[src/rtl/uart_ctrl_rx.sv]
// UART 8N1 receiver with keyboard command decode into held paddle levels and a start pulse.
// Direction outputs are held by per-player down-counters that each matching byte reloads.
module uart_ctrl_rx #(
    parameter int CLK_HZ  = 50000000,
    parameter int BAUD    = 115200,
    parameter int HOLD_MS = 60
) (
    input  logic       clk,
    input  logic       rst,
    input  logic       uart_rx,
    output logic       p1_up,
    output logic       p1_down,
    output logic       p2_up,
    output logic       p2_down,
    output logic       start_trigger,
    output logic [7:0] rx_byte,
    output logic       rx_valid,
    output logic       frame_err
);

    localparam int CLKS_PER_BIT = CLK_HZ / BAUD;
    localparam int HALF_BIT     = CLKS_PER_BIT / 2;
    localparam int HOLD_CYCLES  = (CLK_HZ / 1000) * HOLD_MS;
    localparam int BAUD_W       = $clog2(CLKS_PER_BIT);
    localparam int HOLD_W       = $clog2(HOLD_CYCLES);

    localparam logic [BAUD_W-1:0] BIT_LAST  = BAUD_W'(CLKS_PER_BIT - 1);
    localparam logic [BAUD_W-1:0] HALF_LAST = BAUD_W'(HALF_BIT - 1);
    localparam logic [BAUD_W-1:0] BAUD_ONE  = BAUD_W'(1);
    localparam logic [HOLD_W-1:0] HOLD_LOAD = HOLD_W'(HOLD_CYCLES - 1);
    localparam logic [HOLD_W-1:0] HOLD_ONE  = HOLD_W'(1);
    localparam logic [HOLD_W-1:0] HOLD_ZERO = '0;

    typedef enum logic [1:0] {
        S_IDLE,
        S_START,
        S_DATA,
        S_STOP
    } state_t;

    typedef enum logic [2:0] {
        CMD_NONE,
        CMD_P1_UP,
        CMD_P1_DN,
        CMD_P2_UP,
        CMD_P2_DN,
        CMD_START
    } cmd_t;

    function automatic cmd_t decode_cmd(input logic [7:0] b);
        cmd_t c;
        case (b)
            8'h77, 8'h57: c = CMD_P1_UP;
            8'h73, 8'h53: c = CMD_P1_DN;
            8'h69, 8'h49: c = CMD_P2_UP;
            8'h6B, 8'h4B: c = CMD_P2_DN;
            8'h20, 8'h0D: c = CMD_START;
            default:      c = CMD_NONE;
        endcase
        return c;
    endfunction

    logic              r_sync1;
    logic              r_rx_s;
    state_t            r_state;
    logic [BAUD_W-1:0] r_baud_cnt;
    logic [2:0]        r_bit_cnt;
    logic [7:0]        r_shift;
    logic              r_wait_high;
    logic [7:0]        r_rx_byte;
    logic              r_rx_valid;
    logic              r_frame_err;
    logic              r_start_trig;
    logic              r_p1_up;
    logic              r_p1_down;
    logic              r_p2_up;
    logic              r_p2_down;
    logic [HOLD_W-1:0] r_p1_tmr;
    logic [HOLD_W-1:0] r_p2_tmr;

    cmd_t w_cmd_new;
    cmd_t w_cmd_out;
    logic w_stop_ok;
    logic w_p1_reload;
    logic w_p2_reload;

    assign w_cmd_new   = decode_cmd(r_shift);
    assign w_cmd_out   = decode_cmd(r_rx_byte);
    assign w_stop_ok   = (r_state == S_STOP) && (r_baud_cnt == BIT_LAST) && r_rx_s;
    assign w_p1_reload = r_rx_valid && ((w_cmd_out == CMD_P1_UP) || (w_cmd_out == CMD_P1_DN));
    assign w_p2_reload = r_rx_valid && ((w_cmd_out == CMD_P2_UP) || (w_cmd_out == CMD_P2_DN));

    always_ff @(posedge clk or posedge rst) begin
        if (rst) begin
            r_sync1 <= 1'b1;
            r_rx_s  <= 1'b1;
        end else begin
            r_sync1 <= uart_rx;
            r_rx_s  <= r_sync1;
        end
    end

    always_ff @(posedge clk or posedge rst) begin
        if (rst) begin
            r_state      <= S_IDLE;
            r_baud_cnt   <= '0;
            r_bit_cnt    <= '0;
            r_shift      <= '0;
            r_wait_high  <= 1'b0;
            r_rx_byte    <= '0;
            r_rx_valid   <= 1'b0;
            r_frame_err  <= 1'b0;
            r_start_trig <= 1'b0;
        end else begin
            r_rx_valid   <= 1'b0;
            r_frame_err  <= 1'b0;
            r_start_trig <= 1'b0;
            case (r_state)
                S_IDLE: begin
                    r_baud_cnt <= '0;
                    r_bit_cnt  <= '0;
                    // After a bad stop bit the line must go high again before a new start counts.
                    if (r_wait_high) begin
                        if (r_rx_s) begin
                            r_wait_high <= 1'b0;
                        end
                    end else if (!r_rx_s) begin
                        r_state <= S_START;
                    end
                end
                S_START: begin
                    if (r_baud_cnt == HALF_LAST) begin
                        r_baud_cnt <= '0;
                        r_state    <= r_rx_s ? S_IDLE : S_DATA;
                    end else begin
                        r_baud_cnt <= r_baud_cnt + BAUD_ONE;
                    end
                end
                S_DATA: begin
                    if (r_baud_cnt == BIT_LAST) begin
                        r_baud_cnt <= '0;
                        r_shift    <= {r_rx_s, r_shift[7:1]};
                        r_bit_cnt  <= r_bit_cnt + 3'd1;
                        if (r_bit_cnt == 3'd7) begin
                            r_state <= S_STOP;
                        end
                    end else begin
                        r_baud_cnt <= r_baud_cnt + BAUD_ONE;
                    end
                end
                S_STOP: begin
                    if (r_baud_cnt == BIT_LAST) begin
                        r_baud_cnt <= '0;
                        r_state    <= S_IDLE;
                        if (r_rx_s) begin
                            r_rx_byte    <= r_shift;
                            r_rx_valid   <= 1'b1;
                            r_start_trig <= (w_cmd_new == CMD_START);
                        end else begin
                            r_frame_err <= 1'b1;
                            r_wait_high <= 1'b1;
                        end
                    end else begin
                        r_baud_cnt <= r_baud_cnt + BAUD_ONE;
                    end
                end
                default: r_state <= S_IDLE;
            endcase
        end
    end

    // Levels rise together with rx_valid; the timer is loaded in the rx_valid cycle so the
    // level stays up for exactly HOLD_CYCLES cycles counted from rx_valid.
    always_ff @(posedge clk or posedge rst) begin
        if (rst) begin
            r_p1_up   <= 1'b0;
            r_p1_down <= 1'b0;
            r_p2_up   <= 1'b0;
            r_p2_down <= 1'b0;
            r_p1_tmr  <= '0;
            r_p2_tmr  <= '0;
        end else begin
            if (w_p1_reload) begin
                r_p1_tmr <= HOLD_LOAD;
            end else if (r_p1_tmr != HOLD_ZERO) begin
                r_p1_tmr <= r_p1_tmr - HOLD_ONE;
            end
            if (w_p2_reload) begin
                r_p2_tmr <= HOLD_LOAD;
            end else if (r_p2_tmr != HOLD_ZERO) begin
                r_p2_tmr <= r_p2_tmr - HOLD_ONE;
            end

            if (w_stop_ok && (w_cmd_new == CMD_P1_UP)) begin
                r_p1_up   <= 1'b1;
                r_p1_down <= 1'b0;
            end else if (w_stop_ok && (w_cmd_new == CMD_P1_DN)) begin
                r_p1_up   <= 1'b0;
                r_p1_down <= 1'b1;
            end else if ((r_p1_tmr == HOLD_ONE) && !w_p1_reload) begin
                r_p1_up   <= 1'b0;
                r_p1_down <= 1'b0;
            end

            if (w_stop_ok && (w_cmd_new == CMD_P2_UP)) begin
                r_p2_up   <= 1'b1;
                r_p2_down <= 1'b0;
            end else if (w_stop_ok && (w_cmd_new == CMD_P2_DN)) begin
                r_p2_up   <= 1'b0;
                r_p2_down <= 1'b1;
            end else if ((r_p2_tmr == HOLD_ONE) && !w_p2_reload) begin
                r_p2_up   <= 1'b0;
                r_p2_down <= 1'b0;
            end
        end
    end

    assign p1_up         = r_p1_up;
    assign p1_down       = r_p1_down;
    assign p2_up         = r_p2_up;
    assign p2_down       = r_p2_down;
    assign start_trigger = r_start_trig;
    assign rx_byte       = r_rx_byte;
    assign rx_valid      = r_rx_valid;
    assign frame_err     = r_frame_err;

endmodule
[config.mk]
export PLATFORM = sky130hd
export DESIGN_NAME = uart_ctrl_rx
export DESIGN_NICKNAME = d
export VERILOG_FILES = /design/src/rtl/uart_ctrl_rx.sv
export SDC_FILE = /design/constraint.sdc
export NUM_CORES = 1
export LEC_CHECK = 0
export BUFFER_PORTS_ARGS = -buffer_cell sky130_fd_sc_hd__buf_2
export CORE_MARGIN = 4
export CORE_UTILIZATION = 40
export DETAILED_ROUTE_END_ITERATION = 8
export SLEW_MARGIN = 20
export SYNTH_ARGS = -nofsm -noshare
export SYNTH_HDL_FRONTEND = slang
export SYNTH_SLANG_ARGS = --single-unit
[constraint.sdc]
create_clock -name clk -period 7 [get_ports clk]
set_input_delay 1.4 -clock clk [delete_from_list [all_inputs] [get_ports clk]]
set_output_delay 1.4 -clock clk [all_outputs]
set_load 0.01 [all_outputs]
==> flow_summary_export.csv <==
group,metric,value,unit
outcome,status,"finished, final reports clean",
detailed_routing,detail-route-antenna-nets,0,
detailed_routing,wirelength,8.83,mm
synth,syn_nets,440,
critical_path,r2r_cells,5,
synth,yosysUniqueCellTypes,55,
synth,synthesis.area,4320,sq um
die,dieArea,12500,sq um
pwr,p_leak,2.40,nW
die,core_area,10400,sq um
detailed_routing,drcViolationCount,0,
timing,rsz0062_at_grt,"false",
synth,syn_area_per_cell,10.1,sq um
synth,synth_edf_count,0,
layout,syn_to_final_growth,9.35,%
clocking,cts_tree,"yes",
placement,gp_congestion,0.787,
die,fp.dieW,112,microns
timing,finalCritPeriodShare,0.367,
timing,fin_ws,4.43,ns
placement,dp_slack,4.39,ns
pwr,peakVddDrop,0.000123,V
grt,track_usage,0.151,
critical_path,start_kind,"flip-flop",
critical_path,end_kind,"flip-flop",
clocking,clock_path_buffers,2,
detailed_routing,drt_iter0_drc,143,
detailed_routing,vias,3222,
layout,drive_gt1_frac,0.147,
critical_path,regToRegSetupSlack,4.43,ns
timing,slew_headroom,0.331,
synth,synth_seq_cells,84,
grt,grt_overflow_total,0,
die,rows,37,
timing,max_slew.worst_pin.slew,0.996,ns
timing,fmax,389,MHz
timing,period_needed,2.57,ns
layout,diodes,0,
critical_path,critPathRequiredTime,7.23,ns
grt,grt_use_met1,0.197,
layout,post-route-util,0.454,
timing,setup_tns,0,ns
critical_path,path_cells,"nor3_1 -> nand3_1 -> a2111oi_0 -> xnor2_1 -> nand2_1",
layout,fin_nets,455,
clocking,cts_hold_buf,0,
critical_path,critical_path_buf_inv_count,0,
die,io_pins,18,
worst_hold_path,hold_path_end,"r_rx_s",
placement,place_inst,568,
grt,use_met3,0.0467,
synth,synthesis.instances,428,
clocking,numCtsBuffers,9,
grt,grt_max_degree,65,
detailed_routing,wl_per_cell,15.1,microns
critical_path,cp.arrival,2.80,ns
timing,hold_viol_final,0,
critical_path,r2r-end,"r_p2_tmr[10]",
synth,synth_flop_cell,"dfrtp_1",
grt,grt_most_used_layer,"met2",
worst_hold_path,hold_start,"r_sync1",
layout,nFillCells,969,
critical_path,worst_path_largest_cell_delay,0.81,ns
clocking,cts_max_level,3,
grt,grt_use_met2,0.236,
clocking,cts_sinks,84,
critical_path,crit_slowest_cell,"nor3_1",
synth,yosys_warnings,0,
timing,slew_violations,0,
clocking,cts_setup_buffers,0,
die,initial_utilization,0.415,
critical_path,r2r_start,"r_p2_tmr[2]",
clocking,cts-root-buf,"clkbuf_8",
synth,ys_async_sr_fraction,1.00,
placement,hpwl,6.05,mm
pwr,power_density,179,nW/um^2
grt,antenna_found_initial,0,
critical_path,worst_path_dominant_cell_family,"simple AND/OR/NAND/NOR gates",
layout,stdcell_count,584,
grt,grt_pass1_wl,15.4,mm
critical_path,critical_path_class,"flip-flop to flip-flop",
critical_path,path_max_fanout,11,
timing,fin_skew,0.00544,ns
worst_hold_path,holdPathStages,0,
clocking,cts.clk_slew.worst_paths,0.08,ns
pwr,finalPower,0.846,mW
synth,synth_top_area_frac,0.475,
detailed_routing,avgViaCountPerCell,5.52,
placement,portBuffers,17,
die,chipHeight,112,microns
synth,synthTopCellsByArea,"dfrtp_1 (47%), mux2_2 (4.2%), nor2_1 (3.6%)",
grt,grt_pass1_vias,3241,
clocking,postCtsResizedCells,0,
timing,setup_viol,0,
flow_run,cap_violations,0,
clocking,insertion_delay,0.36,ns
detailed_routing,drtPass1Iterations,4,
synth,yosys.area.top_type,"dfrtp_1",
synth,yosysSeqAreaShare,0.487,
worst_hold_path,holdCritPathClass,"flip-flop to flip-flop",
stage by stage:
stage          hold WS (ns)  cell area (sq um)
2_1_floorplan         0.345               4320
3_3_place_gp          0.347               4530
3_5_place_dp          0.350               4530
4_1_cts               0.360               4730
5_1_grt               0.361               4730
6_report              0.359               4730
flip-flops by register name, summed over array words and instances, names as in the netlist, named ones only:
register	flops
frame_err	1
p1_down	1
p1_up	1
p2_down	1
p2_up	1
r_baud_cnt	9
r_bit_cnt	3
r_p1_tmr	22
r_p2_tmr	22
r_rx_s	1
r_shift	8
r_state	1
r_sync1	1
r_wait_high	1
rx_byte	8
rx_valid	1
start_trigger	1
routing by layer:
layer	wire length [microns]	share of wire
met1	4180	0.47
met2	4170	0.47
met3	374	0.042
met4	108	0.012
met5	0	0
worst max-delay path by stage:
stage | from | endpoint | slack (ns) | cells past startpoint
after global routing | r_p2_tmr[2] | r_p2_tmr[10] | 4.12 | 5
after detailed placement | rst | r_baud_cnt[2] | 4.39 | 3
final | r_p2_tmr[2] | r_p2_tmr[10] | 4.43 | 5
after global placement | rst | r_bit_cnt[1] | 4.43 | 3
after floorplan | rst | async pin | 3.44 | 1
after CTS | r_p2_tmr[2] | r_p2_tmr[14] | 4.46 | 5
synthesized netlist by cell type, types with 9 or more instances:
| master | instances |
|---|---|
| o21ai_0 | 22 |
| or3_1 | 9 |
| nor3_1 | 23 |
| dfrtp_1 | 82 |
| xor2_1 | 17 |
| nand2_1 | 37 |
| nor2_1 | 41 |
| a21oi_1 | 9 |
| inv_1 | 14 |
| mux2_2 | 16 |
| nand3_1 | 14 |
| xnor2_1 | 15 |
| ha_1 | 9 |
| clkbuf_1 | 10 |
layout by cell type (no fill, tap or decap), types with 7 or more instances in the layout:
cell type / count
nand4_1: 7
or4_1: 7
nor4_1: 7
inv_1: 13
or3_1: 9
xor2_1: 17
nand3_1: 14
ha_1: 9
dfrtp_1: 82
a22o_1: 7
a21oi_1: 9
xnor2_1: 15
nor2_1: 41
clkbuf_8: 10
buf_2: 17
o21ai_0: 22
nor3_1: 23
mux2_2: 16
nand2_1: 37
power breakdown:
part	switching, mW	internal (mW)
registers	0.000563	0.486
clock network	0.174	0.176
logic	0.00938	0.000862
area by class of cell:
type | count | area (sq um) | share of cell area
clock inverters | 3 | 46.3 | 0.00980
repair buffers | 19 | 100 | 0.0212
flip-flops and latches | 84 | 2100 | 0.445
multi-input cells | 315 | 2100 | 0.445
clock buffers | 13 | 149 | 0.0315
well taps | 136 | 170 | 0.0360
inverters | 14 | 53.8 | 0.0114
logic make-up after synthesis:
kind of cell / after synthesis / synth area share
compound gates: 60 / 0.0895
xor+xnor: 32 / 0.0649
fa+ha+maj: 9 / 0.0261
buf+inv: 29 / 0.0266
flops: 84 / 0.487
mux: 20 / 0.0510
simple gates: 194 / 0.255
(Power assumes the default switching activity.)
